--- src/rtl/num_reg_loader.sv ---
// Loads a binary value (0..999) into a 3-digit BCD register through its inc/dec port.
// The register is drained to zero first, then the value is converted to BCD and replayed digit by digit.
module num_reg_loader #(
  parameter int VAL_W     = 10,
  parameter int PULSE_GAP = 0
) (
  input  logic             clk,
  input  logic             reset,
  input  logic             slowclk,
  input  logic             start,
  input  logic [VAL_W-1:0] load_val,
  input  logic             reg_z,
  output logic             reg_dec,
  output logic [2:0]       reg_inc_dig,
  output logic             busy,
  output logic             done,
  output logic             err
);

  // state   | meaning
  // IDLE    | waiting for start
  // CLEAR   | decrementing the register on slowclk strobes until it reads 000
  // CONV    | VAL_W cycles of double-dabble, binary -> BCD
  // LOAD    | per-digit increment pulses (units, tens, hundreds), optional gaps
  // DONE    | one-cycle completion pulse
  localparam logic [2:0] S_IDLE  = 3'd0;
  localparam logic [2:0] S_CLEAR = 3'd1;
  localparam logic [2:0] S_CONV  = 3'd2;
  localparam logic [2:0] S_LOAD  = 3'd3;
  localparam logic [2:0] S_DONE  = 3'd4;

  localparam logic [VAL_W-1:0] MAX_VAL   = VAL_W'(999);
  localparam logic [3:0]       CONV_LAST = 4'(VAL_W - 1);
  localparam logic [2:0]       GAP       = 3'(PULSE_GAP);

  logic [2:0]       r_state;
  logic [VAL_W-1:0] r_shift;
  logic [11:0]      r_bcd;
  logic [3:0]       r_conv_cnt;
  logic [2:0]       r_gap_cnt;
  logic             r_err;

  logic [11:0] w_adj;
  logic [11:0] w_dd_next;
  logic [2:0]  w_sel;
  logic [11:0] w_bcd_dec;
  logic        w_pulse;

  // Double-dabble step: add 3 to every nibble >= 5, then shift in the next binary MSB.
  always_comb begin
    w_adj = r_bcd;
    for (int i = 0; i < 3; i++) begin
      if (r_bcd[4*i +: 4] >= 4'd5)
        w_adj[4*i +: 4] = r_bcd[4*i +: 4] + 4'd3;
    end
    w_dd_next = 12'({w_adj, r_shift[VAL_W-1]});
  end

  // Lowest non-zero digit is the one being replayed; zero digits are skipped without a bubble.
  always_comb begin
    w_sel = 3'b000;
    if (r_bcd[3:0] != 4'd0)       w_sel = 3'b001;
    else if (r_bcd[7:4] != 4'd0)  w_sel = 3'b010;
    else if (r_bcd[11:8] != 4'd0) w_sel = 3'b100;
  end

  always_comb begin
    w_bcd_dec = r_bcd;
    if (w_sel[0])      w_bcd_dec[3:0]  = r_bcd[3:0]  - 4'd1;
    else if (w_sel[1]) w_bcd_dec[7:4]  = r_bcd[7:4]  - 4'd1;
    else if (w_sel[2]) w_bcd_dec[11:8] = r_bcd[11:8] - 4'd1;
  end

  assign w_pulse     = (r_state == S_LOAD) && (r_gap_cnt == 3'd0);
  assign reg_inc_dig = w_pulse ? w_sel : 3'b000;
  assign reg_dec     = (r_state == S_CLEAR);
  assign busy        = (r_state != S_IDLE) && (r_state != S_DONE);
  assign done        = (r_state == S_DONE);
  assign err         = r_err;

  always_ff @(posedge clk) begin
    if (reset) begin
      r_state    <= S_IDLE;
      r_shift    <= '0;
      r_bcd      <= '0;
      r_conv_cnt <= '0;
      r_gap_cnt  <= '0;
      r_err      <= 1'b0;
    end else begin
      case (r_state)
        S_IDLE: begin
          if (start) begin
            r_err      <= 1'b0;
            r_shift    <= load_val;
            r_bcd      <= '0;
            r_conv_cnt <= CONV_LAST;
            r_gap_cnt  <= '0;
            if (load_val > MAX_VAL) begin
              r_err   <= 1'b1;
              r_state <= S_DONE;
            end else if (reg_z) begin
              r_state <= S_CONV;
            end else begin
              r_state <= S_CLEAR;
            end
          end
        end
        S_CLEAR: begin
          // reg_z is look-ahead: this strobe's decrement lands on 000, so stop here.
          if (slowclk && reg_z)
            r_state <= S_CONV;
        end
        S_CONV: begin
          r_bcd   <= w_dd_next;
          r_shift <= r_shift << 1;
          if (r_conv_cnt == 4'd0)
            r_state <= (w_dd_next == 12'd0) ? S_DONE : S_LOAD;
          else
            r_conv_cnt <= r_conv_cnt - 4'd1;
        end
        S_LOAD: begin
          if (r_gap_cnt != 3'd0) begin
            r_gap_cnt <= r_gap_cnt - 3'd1;
            if (r_gap_cnt == 3'd1 && r_bcd == 12'd0)
              r_state <= S_DONE;
          end else begin
            r_bcd     <= w_bcd_dec;
            r_gap_cnt <= GAP;
            if (GAP == 3'd0 && w_bcd_dec == 12'd0)
              r_state <= S_DONE;
          end
        end
        S_DONE:  r_state <= S_IDLE;
        default: r_state <= S_IDLE;
      endcase
    end
  end

endmodule
--- config.mk ---
export PLATFORM = sky130hd
export DESIGN_NAME = num_reg_loader
export DESIGN_NICKNAME = d
export VERILOG_FILES = /design/src/rtl/num_reg_loader.sv
export SDC_FILE = /design/constraint.sdc
export NUM_CORES = 1
export LEC_CHECK = 0
export CAP_MARGIN = 20
export CORE_MARGIN = 10
export CORE_UTILIZATION = 55
export DETAILED_ROUTE_END_ITERATION = 8
export GPL_TIMING_DRIVEN = 0
export PLACE_DENSITY = 0.77
export SETUP_SLACK_MARGIN = 0.3
export SLEW_MARGIN = 10
export SYNTH_ARGS = -nofsm -noshare
export SYNTH_HDL_FRONTEND = slang
export SYNTH_SLANG_ARGS = --single-unit
--- constraint.sdc ---
create_clock -name clk -period 5.3 [get_ports clk]
set_input_delay 1.06 -clock clk [delete_from_list [all_inputs] [get_ports clk]]
set_output_delay 1.06 -clock clk [all_outputs]
set_load 0.02 [all_outputs]
==> reports/summary.txt <==
Post-synth top flop = dfxtp_1
P_leak = 1.01 nW
Max Clock Skew = 0.0108 ns
critical path fanouts, max = 10
share of cells above drive strength 1 = 5.98%
Final Util = 66.9%
# setup viols final = 0
Clock Latency Late Sink = 0.30 ns
full die area = 7410 sq um
Initial Util = 58.4%
Cell variety after synth = 60
Worst Setup Slack, final = 1.11 ns
fill count = 388
Remaining Overflow, GRT = 0
post-CTS setup buffers = 0
WHS = 0.455 ns
area leader, netlist = dfxtp_1
Sequential Area = 661 sq um
remaining antenna violation count = 0
first-pass GRT wire length = 11,200 um
via-per-instance ratio = 6.41
Fin. Hold Viols = 0
cell with the most instances after synthesis = nor2_1
TritonCTS clock tree = done
crit share post-route = 79.1%
total CTS buffers = 5
Total Power = 1.43 mW
clock-pin slew on the worst setup and hold paths = 0.07 ns
post-synthesis instance total = 323
Max Root-Sink Buffers = 2
VDD IR max = 0.000257 V
FFs w/ async S/R, synth = 0%
unrepaired setup endpoints after global routing = false
Hold-fix buffers, CTS = 0
outcome = finished clean
die height = 86.1 um
Core Area = 4120 sq um
first-pass iteration count of the detailed router = 5
drt drc = 0
Final Critical Period = 4.19 ns
nets@finish = 375
Post-Synthesis Cell Area = 2400 sq um
post-DP HPWL = 5000 um
pin count of the biggest net entering global routing = 12
initial antenna violation count = 0
H-tree lvl count = 2
CP required = 4.24 ns
final max-slew violation count = 0
crit path kind = flop to output pin
sequential area share after synthesis = 27.5%
Area Growth Syn to Fin = 14.5%
Synth warnings = 0
Critical Path End Type = output pin
root buf cell = clkbuf_8
RePlAce Congestion = 0.979
Iter 0 DRT Violations = 280
DP Worst Slack = 1.46 ns
Finished Cell Area = 2750 sq um
Slew HR = 57.6%
gr usage total = 18.2%
Yosys top cell area share = 27.5%
Routed WL per cell = 16.9 um
FP Rows = 23
EDFF count, synth = 0
data arrival time of the worst path = 3.13 ns
Startpoint Class = flop
fin cells = 401
Min-Delay Path Class = flop to flop
Worst-Margin Slew = 0.634 ns
clock sinks = 33
Setup Total Neg Slack = 0 ns
top cells by area, synth = dfxtp_1 (27%), nor2_1 (6.4%), a22oi_1 (5.9%)
placed cell areas = 2670 sq um
vias in the first global route = 2,306
syn_nets = 348
multi-input logic area = 1580 sq um
Vias = 2,571
placed insts = 393
Avg Cell Area, Syn = 7.44 sq um
power per standard cell area = 519 nW/um^2
most frequent cells after synthesis = nor2_1 (41), dfxtp_1 (33), nand2_1 (28)
io pins = 22
post-CTS sizing = 0
diode count = 0
die width = 86.1 um
fmax = 239 MHz
Yosys reg bits = 33
routed wire length = 6780 um
buffers added on ports = 20
Max-Cap Viols = 0
flip-flops by register name (all words and copies together) (netlist names):
signal	flops
r_gap_cnt	3
r_bcd	12
err	1
r_shift	10
r_state	3
r_conv_cnt	4
report_power, final:
group	internal [mW]	switching, mW	leakage [nW]
Combinational	0.331	0.538	0.697
Sequential	0.307	0.0608	0.270
Clock	0.0906	0.100	0.0439
Total	0.728	0.698	1.01
worst paths after layout:
check	startpoint	endpoint	slack, ns	depth (start not counted)
max reg2reg	r_bcd[0]	r_state[0]	2.25	11
min reg2reg	r_shift[2]	r_shift[2]	0.46	2
max	r_bcd[0]	reg_inc_dig[1]	1.11	9
min	r_shift[2]	r_shift[2]	0.46	2
per-layer routing:
layer | GRT usage [%] | up-vias | share of wire, % | wire, um
met5 | 0 | - | 0 | 0
met4 | 6.14 | 0 | 1.8 | 119
met3 | 5.20 | 12 | 8.9 | 601
met2 | 26.8 | 117 | 45 | 3020
met1 | 24.6 | 1215 | 45 | 3040
li1 | - | 1227 | - | -
logic make-up (layout without fill, tap and decap cells):
family	count (synthesis)	after routing	synth area share, %
and+or+nand+nor	131	131	28.7
buffers and inverters	42	70	6.61
xor gates and xnor gates	6	6	2.19
DFF	33	33	27.5
adders and majority gates	10	10	5.21
muxes	6	6	2.55
AOI/OAI and AO/OA	95	95	27.2
critical path, cell delays in order, from the launching register on:
cell and delay [ns]:
dfxtp_1 0.31, clkbuf_1 0.20, inv_1 0.12, ha_1 0.18
clkbuf_1 0.32, nor3b_1 0.38, clkbuf_1 0.45, nand2_1 0.13
nor2_1 0.13, clkdlybuf4s50_1 0.61
area by class of cell:
cell class	count	area share (%)
clock buffer	5	2.50
multi-input combinational	248	57.5
buffer	28	3.87
tap	50	2.27
clock inverter	3	0.637
inverter	14	1.91
timing repair buffer	20	7.28
sequential	33	24.0
cell usage in the layout (no fill, tap or decap), types with 3 or more instances in the layout:
cell type	n
o21ai_0	15
a32oi_1	3
ha_1	10
a21oi_1	20
nor3_1	11
nor3b_1	6
nand2_1	28
clkbuf_1	25
clkdlybuf4s50_1	20
nand2b_1	8
o22ai_1	6
nor2b_1	5
dfxtp_1	33
nor4_1	4
a22o_1	3
clkbuf_8	5
a21boi_0	3
a211oi_1	3
mux2i_1	5
inv_1	14
nor2_1	41
xnor2_1	4
and2_1	4
a22oi_1	19
nand3_1	5
Power figures use the tool's default switching activity.
